File: src/rtl/rf_writeback_arbiter.sv
// Sole owner of the register-file write port: merges single-cycle ALU results with
// FIFO-buffered load results, one write per cycle, with a bounded-starvation drain for loads.
module rf_writeback_arbiter #(
  parameter int unsigned XLEN         = 32,
  parameter int unsigned DEPTH        = 4,
  parameter int unsigned STARVE_LIMIT = 3
) (
  input  logic            clk,
  input  logic            reset,
  input  logic            alu_valid,
  input  logic [4:0]      alu_rd,
  input  logic [XLEN-1:0] alu_value,
  input  logic            ld_valid,
  output logic            ld_ready,
  input  logic [4:0]      ld_rd,
  input  logic [XLEN-1:0] ld_value,
  output logic            we,
  output logic [4:0]      wr_address,
  output logic [XLEN-1:0] wr_value,
  output logic            alu_stall,
  output logic [31:0]     pending_mask,
  output logic            err_overrun
);

  localparam int unsigned PW = $clog2(DEPTH);
  localparam int unsigned CW = PW + 1;

  logic [4:0]      fifo_rd    [DEPTH];
  logic [XLEN-1:0] fifo_value [DEPTH];
  logic [PW-1:0]   head;
  logic [PW-1:0]   tail;
  logic [CW-1:0]   count;
  logic [3:0]      starve;

  logic            nonempty;
  logic            push;
  logic            pop;
  logic            alu_win;
  logic            issue;
  logic            starve_hit;
  logic [4:0]      sel_rd;
  logic [XLEN-1:0] sel_value;

  assign nonempty = (count != '0);
  assign ld_ready = (count != CW'(DEPTH));
  // x0 loads complete the handshake but never occupy an entry
  assign push     = ld_valid && ld_ready && (ld_rd != 5'd0);

  always_comb begin
    pop       = 1'b0;
    alu_win   = 1'b0;
    issue     = 1'b0;
    sel_rd    = fifo_rd[head];
    sel_value = fifo_value[head];
    if (alu_stall && nonempty) begin
      pop   = 1'b1;
      issue = 1'b1;
    end else if (alu_valid) begin
      alu_win   = 1'b1;
      issue     = (alu_rd != 5'd0);
      sel_rd    = alu_rd;
      sel_value = alu_value;
    end else if (nonempty) begin
      pop   = 1'b1;
      issue = 1'b1;
    end
  end

  // Counter saturating at STARVE_LIMIT arms a one-cycle ALU stall for the next cycle
  assign starve_hit = alu_win && nonempty && (starve == 4'(STARVE_LIMIT - 1));

  always_comb begin
    pending_mask = '0;
    for (int unsigned i = 0; i < DEPTH; i++) begin
      logic [PW-1:0] offset;
      offset = PW'(i) - head;
      if ({1'b0, offset} < count) begin
        pending_mask[fifo_rd[i]] = 1'b1;
      end
    end
  end

  always_ff @(posedge clk) begin
    if (push) begin
      fifo_rd[tail]    <= ld_rd;
      fifo_value[tail] <= ld_value;
    end
  end

  always_ff @(posedge clk) begin
    if (!reset) begin
      head        <= '0;
      tail        <= '0;
      count       <= '0;
      starve      <= '0;
      alu_stall   <= 1'b0;
      we          <= 1'b0;
      wr_address  <= '0;
      wr_value    <= '0;
      err_overrun <= 1'b0;
    end else begin
      if (push) begin
        tail <= tail + 1'b1;
      end
      if (pop) begin
        head <= head + 1'b1;
      end
      case ({push, pop})
        2'b10:   count <= count + 1'b1;
        2'b01:   count <= count - 1'b1;
        default: count <= count;
      endcase

      we <= issue;
      if (issue) begin
        wr_address <= sel_rd;
        wr_value   <= sel_value;
      end

      if (alu_stall && alu_valid) begin
        err_overrun <= 1'b1;
      end

      alu_stall <= starve_hit;
      if (pop || !nonempty) begin
        starve <= '0;
      end else if (alu_win) begin
        starve <= starve_hit ? '0 : starve + 1'b1;
      end
    end
  end

endmodule

File: config.mk
export PLATFORM = sky130hd
export DESIGN_NAME = rf_writeback_arbiter
export DESIGN_NICKNAME = d
export VERILOG_FILES = /design/src/rtl/rf_writeback_arbiter.sv
export SDC_FILE = /design/constraint.sdc
export NUM_CORES = 1
export LEC_CHECK = 0
export CAP_MARGIN = 5
export CORE_MARGIN = 2
export CORE_UTILIZATION = 40
export CTS_BUF_LIST = sky130_fd_sc_hd__clkbuf_4
export CTS_CLUSTER_SIZE = 24
export DETAILED_ROUTE_END_ITERATION = 8
export PLACE_DENSITY = 0.63
export SLEW_MARGIN = 20
export SYNTH_ARGS = -nofsm -noshare
export SYNTH_HDL_FRONTEND = slang
export SYNTH_SLANG_ARGS = --single-unit
File: constraint.sdc
create_clock -name clk -period 3.15 [get_ports clk]
set_input_delay 0.63 -clock clk [delete_from_list [all_inputs] [get_ports clk]]
set_output_delay 0.63 -clock clk [all_outputs]
set_load 0.05 [all_outputs]
==> results.md, run 1 <==
- Outcome: complete, but fails checks
- Violated checks: negative setup slack
- Die Y: ~160 um
- Warnings from Yosys: 0
- Avg Cell Area, Syn: 13.92 um2
- Switching share of total power: 0.3650
- Share of cells above drive strength 1: 0.3198
- Post-route ant nets: 0
- Chip width: between 150 and 200 um
- Sink Count: approximately 200
- Worst Skew: between 0.03 and 0.04 ns
- Worst skew pair latency: 0.64 ns
- Worst path bufs/invs: 1
- Fillers: between 1500 and 2000
- Num rows: 55
- Crit share post-route: 1.046
- Syn Nets: around 750
- Endpoints failing setup: 28
- Antenna violations before repair: 1
- Cells after Synth: ~660
- Max Root-Sink Buffers: 3
- IO buf count: 150
- Cell area power density: about 750 mW/mm2
- Commonest non-fill, non-tap cell in the layout: edfxtp_1
- Switch Pwr: about 3.5 mW
- Synth Register Bits: roughly 200
- Top cell family by delay on the critical path: compound AO/OA/AOI/OAI gates
- Combinational Power Share: 0.410
- Vias/cell: ~5.6
- Top_reg_cell synth: edfxtp_1
- WL/cell: 21.87 um
- Die footprint: roughly 0.024 mm2
- Gpl congestion: 0.9053
- Most frequent cells in the layout: 148 x edfxtp_1, 116 x clkdlybuf4s50_1, 70 x clkbuf_4, 46 x dfxtp_1, 41 x buf_4
- Reg power frac: 0.361
- Routed vias: 6664
- Worst-path cell chain: xnor2_4 > ha_4 > nor2b_4 > a2111o_1 > o22ai_1 > a221o_1 > buf_12
- Max Freq: 303.4 MHz
- Crit-path max FO: 6
- Syn-to-layout area delta: 39.14%
- Leakage: roughly 4.2 nW
- Uppermost layer routed: met4
- Hold Path Class: flop to flop
- DRT iter0 DRCs: 366
- Total CTS buffers: 48
- Synthesized area: just over 0.009 mm2
- Max IR drop VDD: roughly 0.42 mV
- Final HPWL DP: about 19 mm
- RSZ-0062 raised after global routing: yes
- Max-cap violation count: 0
- Sequential share of the synthesized area: 0.6013
- Startpoint types: flop
- Yosys top cell by area: edfxtp_1
- Crit path arrival time: ~2.7 ns
- Critical Path Sink Type: primary output
- Final WS setup: -0.1460 ns
- Setup TNS: -2.490 ns
- Post-synth ARST share: 0
- Slew margin rel.: 0.3246
- Largest net degree at the start of global routing: a little over 40
- GRT Total Usage: 0.2182
- Grt ovf: 0
- Layout Nets: around 960
- Vias in the first global route: 6975
- CP peak stage delay: around 0.52 ns
- Top cells by area, synth: edfxtp_1 49%, dfxtp_1 12%, mux4_2 9.1%, o221ai_1 2.5%, a21oi_1 2.1%
- Post-synth cell types: 67
- Root Driver: clkbuf_4
- First-pass GRT wire length: 40.21 mm
- CTS tree: done
- Final hold slack: between 0.4 and 0.5 ns
- Number of synthesized flops with an enable pin: approximately 150
- Worst slack, placed: -0.2712 ns
- I/O pin total: around 150
- Final Slew Violations: 0
- Met2 Wirelength: 13.34 mm
- Final Core Density: 0.5644
- Min Tclk post-route: roughly 3.3 ns
- H-tree Lvls: 2
- Crit Path Category: flop to primary output
- DRC: 0
- TritonRoute pass-1 iters: 5
- Placeable Area: 0.02257 mm2
- Critical path's slowest cell: a2111o_1
- Drt total wl: around 26 mm
- Share of the synthesized area in the top cell type: 0.4854
- Starting Density: 0.4057
- Req. time, crit path: between 2 and 3 ns
- Share of power burned in the clock network: 0.229
- Worst-path clk slew: around 0.070 ns
- Worst Max-Slew Pin Slew: between 1 and 1.5 ns
- Final hold vios: 0
- Power Total: between 9 and 10 mW
- M1 WL: roughly 11 mm
- DR WL met3: 1.212 mm
- Design internal power: between 6 and 7 mW
-- metrics by stage --
stage / std cells / area, um2
global placement: 1096 / 11490
CTS: 1191 / 12470
floorplan: 658 / 9156
finish: 1199 / 12740
global route: 1199 / 12740
detailed placement: 1096 / 11490
-- final cells by class --
class	instances	area, um2	area share
antenna	1	2.502	0.0001964
clock buffer	70	525.5	0.04125
clock inverter	20	138.9	0.01090
inverter	17	68.82	0.005402
multi-input combinational	405	3830	0.3006
sequential	201	5517	0.4330
tap	285	356.6	0.02799
timing repair buffer	200	2301	0.1806
-- kinds of logic after synthesis --
logic type	Yosys count	share of synthesized area
DFF	201	0.6013
AOI/OAI and AO/OA	183	0.1599
and+or+nand+nor	165	0.09470
buffers and inverters	52	0.02815
muxes	38	0.09210
adders and majority gates	12	0.01722
xor gates and xnor gates	7	0.006696
-- sequential cells by signal, indices dropped and copies added (netlist names), named ones only --
register and cells:
alu_stall 1, count 3, err_overrun 1, fifo_rd 20
fifo_value 128, head 2, starve 4, tail 2
we 1, wr_address 5, wr_value 32
-- power by group through the flow --
| stage | Sequential, mW | Combinational (mW) | Clock (mW) |
|---|---|---|---|
| 4_1_cts | 3.45 | 3.74 | 2.26 |
| 3_3_place_gp | 3.47 | 3.46 | 0 |
| 3_5_place_dp | 3.49 | 3.50 | 0 |
| 5_1_grt | 3.50 | 4.18 | 2.41 |
| 2_1_floorplan | 3.77 | 1.88 | 0 |
| 6_report | 3.46 | 3.93 | 2.19 |
-- repair_timing --
action | in CTS | in global routing
pin swaps | 21 | 28
hold buffers | 0 | 0
gates resized for setup | 45 | 48
endpoints found under the setup margin | 33 | 33
buffers inserted | 6 | 7
-- final timing paths --
check / start / to / slack, ns / cells after the start
setup / recovery: head[1]$_SDFFE_PN0N_ / pending_mask[5] / -0.15 / 7
hold / removal: wr_value[3]$_SDFFE_PN0P_ / wr_value[3]$_SDFFE_PN0P_ / 0.46 / 2
setup reg to reg: count[2]$_SDFFE_PN0P_ / count[2]$_SDFFE_PN0P_ / 0.49 / 9
hold reg to reg: wr_value[3]$_SDFFE_PN0P_ / wr_value[3]$_SDFFE_PN0P_ / 0.46 / 2
-- per-layer routing --
| layer | up-vias | GRT usage |
|---|---|---|
| met5 | - | 0 |
| met4 | 0 | 0.08301 |
| met1 | 3309 | 0.2771 |
| met2 | 211 | 0.3759 |
| li1 | 3101 | - |
| met3 | 43 | 0.03733 |
-- cells in the mapped netlist (7+ instances only) --
library cell / instances
nand2b_1: 17
and2_1: 15
ha_1: 11
o21ai_0: 22
a22oi_1: 9
a21oi_2: 10
nor2_1: 40
buf_2: 9
mux4_2: 37
o22a_1: 9
o221ai_2: 10
edfxtp_1: 148
a21oi_1: 39
clkbuf_1: 15
o221ai_1: 26
dfxtp_1: 53
nor2b_1: 17
nand3_1: 7
o22ai_1: 9
inv_1: 15
nand2_1: 34
-- worst min-delay path, stage by stage (launching register included) --
cell and delay (ns):
dfxtp_1 0.31, nand2_1 0.05, a21oi_1 0.05
(Power assumes the default switching activity.)
==> inputs of run 2 (changes only) <==
--- a/config.mk
+++ b/config.mk
@@ -6,12 +6,14 @@
 export NUM_CORES = 1
 export LEC_CHECK = 0
 export CAP_MARGIN = 5
+export CELL_PAD_IN_SITES_DETAIL_PLACEMENT = 1
+export CELL_PAD_IN_SITES_GLOBAL_PLACEMENT = 1
 export CORE_MARGIN = 2
 export CORE_UTILIZATION = 40
 export CTS_BUF_LIST = sky130_fd_sc_hd__clkbuf_4
 export CTS_CLUSTER_SIZE = 24
 export DETAILED_ROUTE_END_ITERATION = 8
-export PLACE_DENSITY = 0.63
+export PLACE_DENSITY = 0.74
 export SLEW_MARGIN = 20
 export SYNTH_ARGS = -nofsm -noshare
 export SYNTH_HDL_FRONTEND = slang
==> results.md, run 2 (synthesized netlist as in run 1, its figures left out) <==
- Outcome: complete, but fails checks
- Violated checks: negative setup slack
- CTS tree: done
- Crit share post-route: 1.058 (+0.01160)
- WL/cell: 24.15 um (+10%)
- Endpoints failing setup: 31 (+11%)
- Setup TNS: -3.222 ns (-0.7319 ns)
- Root Driver: clkbuf_4
- RSZ-0062 raised after global routing: yes
- Worst skew pair latency: 0.65 ns (about the same)
- Placed Area: 0.01147 mm2 (-0.20%)
- H-tree Lvls: 2 (unchanged)
- GRT Total Usage: 0.2412 (+0.02300)
- Max reg flops: 128 (unchanged)
- Share of power burned in the clock network: 0.221 (-0.008)
- Die Y: 155.3 um (unchanged)
- Largest register by flop count: fifo_value
- Switching share of total power: 0.3806 (+0.01555)
- Crit-path max FO: 6 (unchanged)
- Share of cells above drive strength 1: 0.3249 (+0.005093)
- Routed vias: 6830 (+2.5%)
- Final HPWL DP: 20.61 mm (+9.9%)
- Startpoint types: flop
- Worst Skew: 0.04904 ns (+0.01100 ns)
- TritonRoute pass-1 iters: 4 (-1)
- Grt ovf: 0 (unchanged)
- Total CTS buffers: 50 (+4.2%)
- Vias/cell: 5.701 (+2.6%)
- Final Slew Violations: 0 (unchanged)
- Crit Path Category: flop to primary output
- Slew margin rel.: 0.3109 (-0.01362)
- Combinational Power Share: 0.422 (+0.012)
- Final WS setup: -0.1826 ns (-0.03653 ns)
- Multi-input logic area: 0.003965 mm2 (+3.5%)
- Largest net degree at the start of global routing: 41 (unchanged)
- Worst-path clk slew: 0.07 ns (about the same)
- Starting Density: 0.4057 (unchanged)
- IO buf count: 150 (unchanged)
- DRT iter0 DRCs: 346 (-5.5%)
- Max Freq: 300.1 MHz (-1.1%)
- Num rows: 55 (unchanged)
- First-pass GRT wire length: 44.20 mm (+9.9%)
- Design internal power: 5.958 mW (-2.1%)
- Worst Max-Slew Pin Slew: 1.034 ns (+0.02044 ns)
- Min Tclk post-route: 3.333 ns (+0.03653 ns)
- Hold Path Class: flop to flop
- Die footprint: 0.02412 mm2 (unchanged)
- Max IR drop VDD: 0.3752 mV (-11%)
- Cell area power density: 753.1 mW/mm2 (+0.10%)
- Final hold vios: 0 (unchanged)
- Switch Pwr: 3.660 mW (+4.6%)
- Layout Nets: 961 (-0.21%)
- Syn-to-layout area delta: 39.48%
- Max Root-Sink Buffers: 3 (unchanged)
- Chip width: 155.3 um (unchanged)
- Critical Path Sink Type: primary output
- Vias in the first global route: 7520 (+7.8%)
- Post-route ant nets: 0 (unchanged)
- Antenna violations before repair: 1 (unchanged)
- Placeable Area: 0.02257 mm2 (unchanged)
- Largest regs: fifo_value: 128 flops, wr_value: 32 flops, fifo_rd: 20 flops
- Fillers: 2196 (+17%)
- # hold bufs at CTS: 0 (unchanged)
- Most frequent cells in the layout: 148 x edfxtp_1, 116 x clkdlybuf4s50_1, 66 x clkbuf_4, 47 x dfxtp_1, 40 x nor2_1
- Gpl congestion: 0.9182 (+1.4%)
- Register area: 0.005515 mm2 (about the same)
- I/O pin total: 151 (unchanged)
- Sink Count: 201 (unchanged)
- Final instance area: 0.01277 mm2 (+0.25%)
- Reg power frac: 0.357 (-0.004)
- Final Core Density: 0.5658 (+0.001386)
- Req. time, crit path: 2.52 ns (about the same)
- Max-cap violation count: 0 (unchanged)
- DRC: 0 (unchanged)
- Commonest non-fill, non-tap cell in the layout: edfxtp_1
- Leakage: 4.210 nW (-0.33%)
- Crit path arrival time: 2.70 ns (+0.03 ns)
- Drt total wl: 28.93 mm (+10%)
## run 2: layout make-up
class | count | area share
diodes | 2 | 0.0003919
inverters | 17 | 0.004997
well taps | 285 | 0.02792
clock inverters | 26 | 0.01078
multi-input cells | 405 | 0.3105
repair buffers | 196 | 0.1748
flip-flops and latches | 201 | 0.4319
clock buffers | 66 | 0.03880
## run 2: final timing paths
path | from | to | slack (ns) | cells after the start
worst max-delay path | head[1]$_SDFFE_PN0N_ | pending_mask[6] | -0.18 | 9
worst min-delay path | wr_value[25]$_SDFFE_PN0P_ | wr_value[25]$_SDFFE_PN0P_ | 0.46 | 2
worst max register to register | count[2]$_SDFFE_PN0P_ | count[2]$_SDFFE_PN0P_ | 0.25 | 10
worst min register to register | wr_value[25]$_SDFFE_PN0P_ | wr_value[25]$_SDFFE_PN0P_ | 0.46 | 2
## run 2: worst max-delay path, stage by stage, from the launching register on
cell	delay, ns
dfxtp_4	0.37
xnor2_4	0.20
ha_4	0.23
nor2b_4	0.15
a2111oi_2	0.37
buf_4	0.21
buf_4	0.14
a2bb2oi_1	0.07
o221ai_2	0.12
buf_12	0.18
## run 2: stage by stage
step                setup slack [ns]  std cells  power [mW]  hold slack, ns
global route                 -0.3113       1197       10.10          0.4902
CTS                          -0.2170       1191       9.555          0.4620
detailed placement           -0.3301       1098       7.052          0.4503
finish                       -0.1826       1198       9.618          0.4585
global placement            -0.09924       1098       6.919          0.4413
floorplan                     0.1424        658       5.656          0.4679
## run 2: power by group through the flow
stage               logic [mW]  registers [mW]  clock network [mW]
finish                    4.06            3.43                2.13
global route              4.31            3.47                2.33
detailed placement        3.59            3.47                   0
global placement          3.48            3.44                   0
floorplan                 1.88            3.77                   0
CTS                       3.93            3.43                2.20
## run 2: routing by layer
metal,up-vias,track usage,share of wire
met5,-,0,0
met4,0,0.07558,0.022
met3,50,0.04791,0.055
met2,213,0.4286,0.52
met1,3468,0.2975,0.41
li1,3099,-,-
## run 2: timing repair
action / 4_1_cts / 5_1_grt
setup endpoints to repair: 33 / 32
setup buffers: 2 / 5
pin swaps: 24 / 21
gates resized for setup: 81 / 26
hold endpoints to repair: 0 / 0
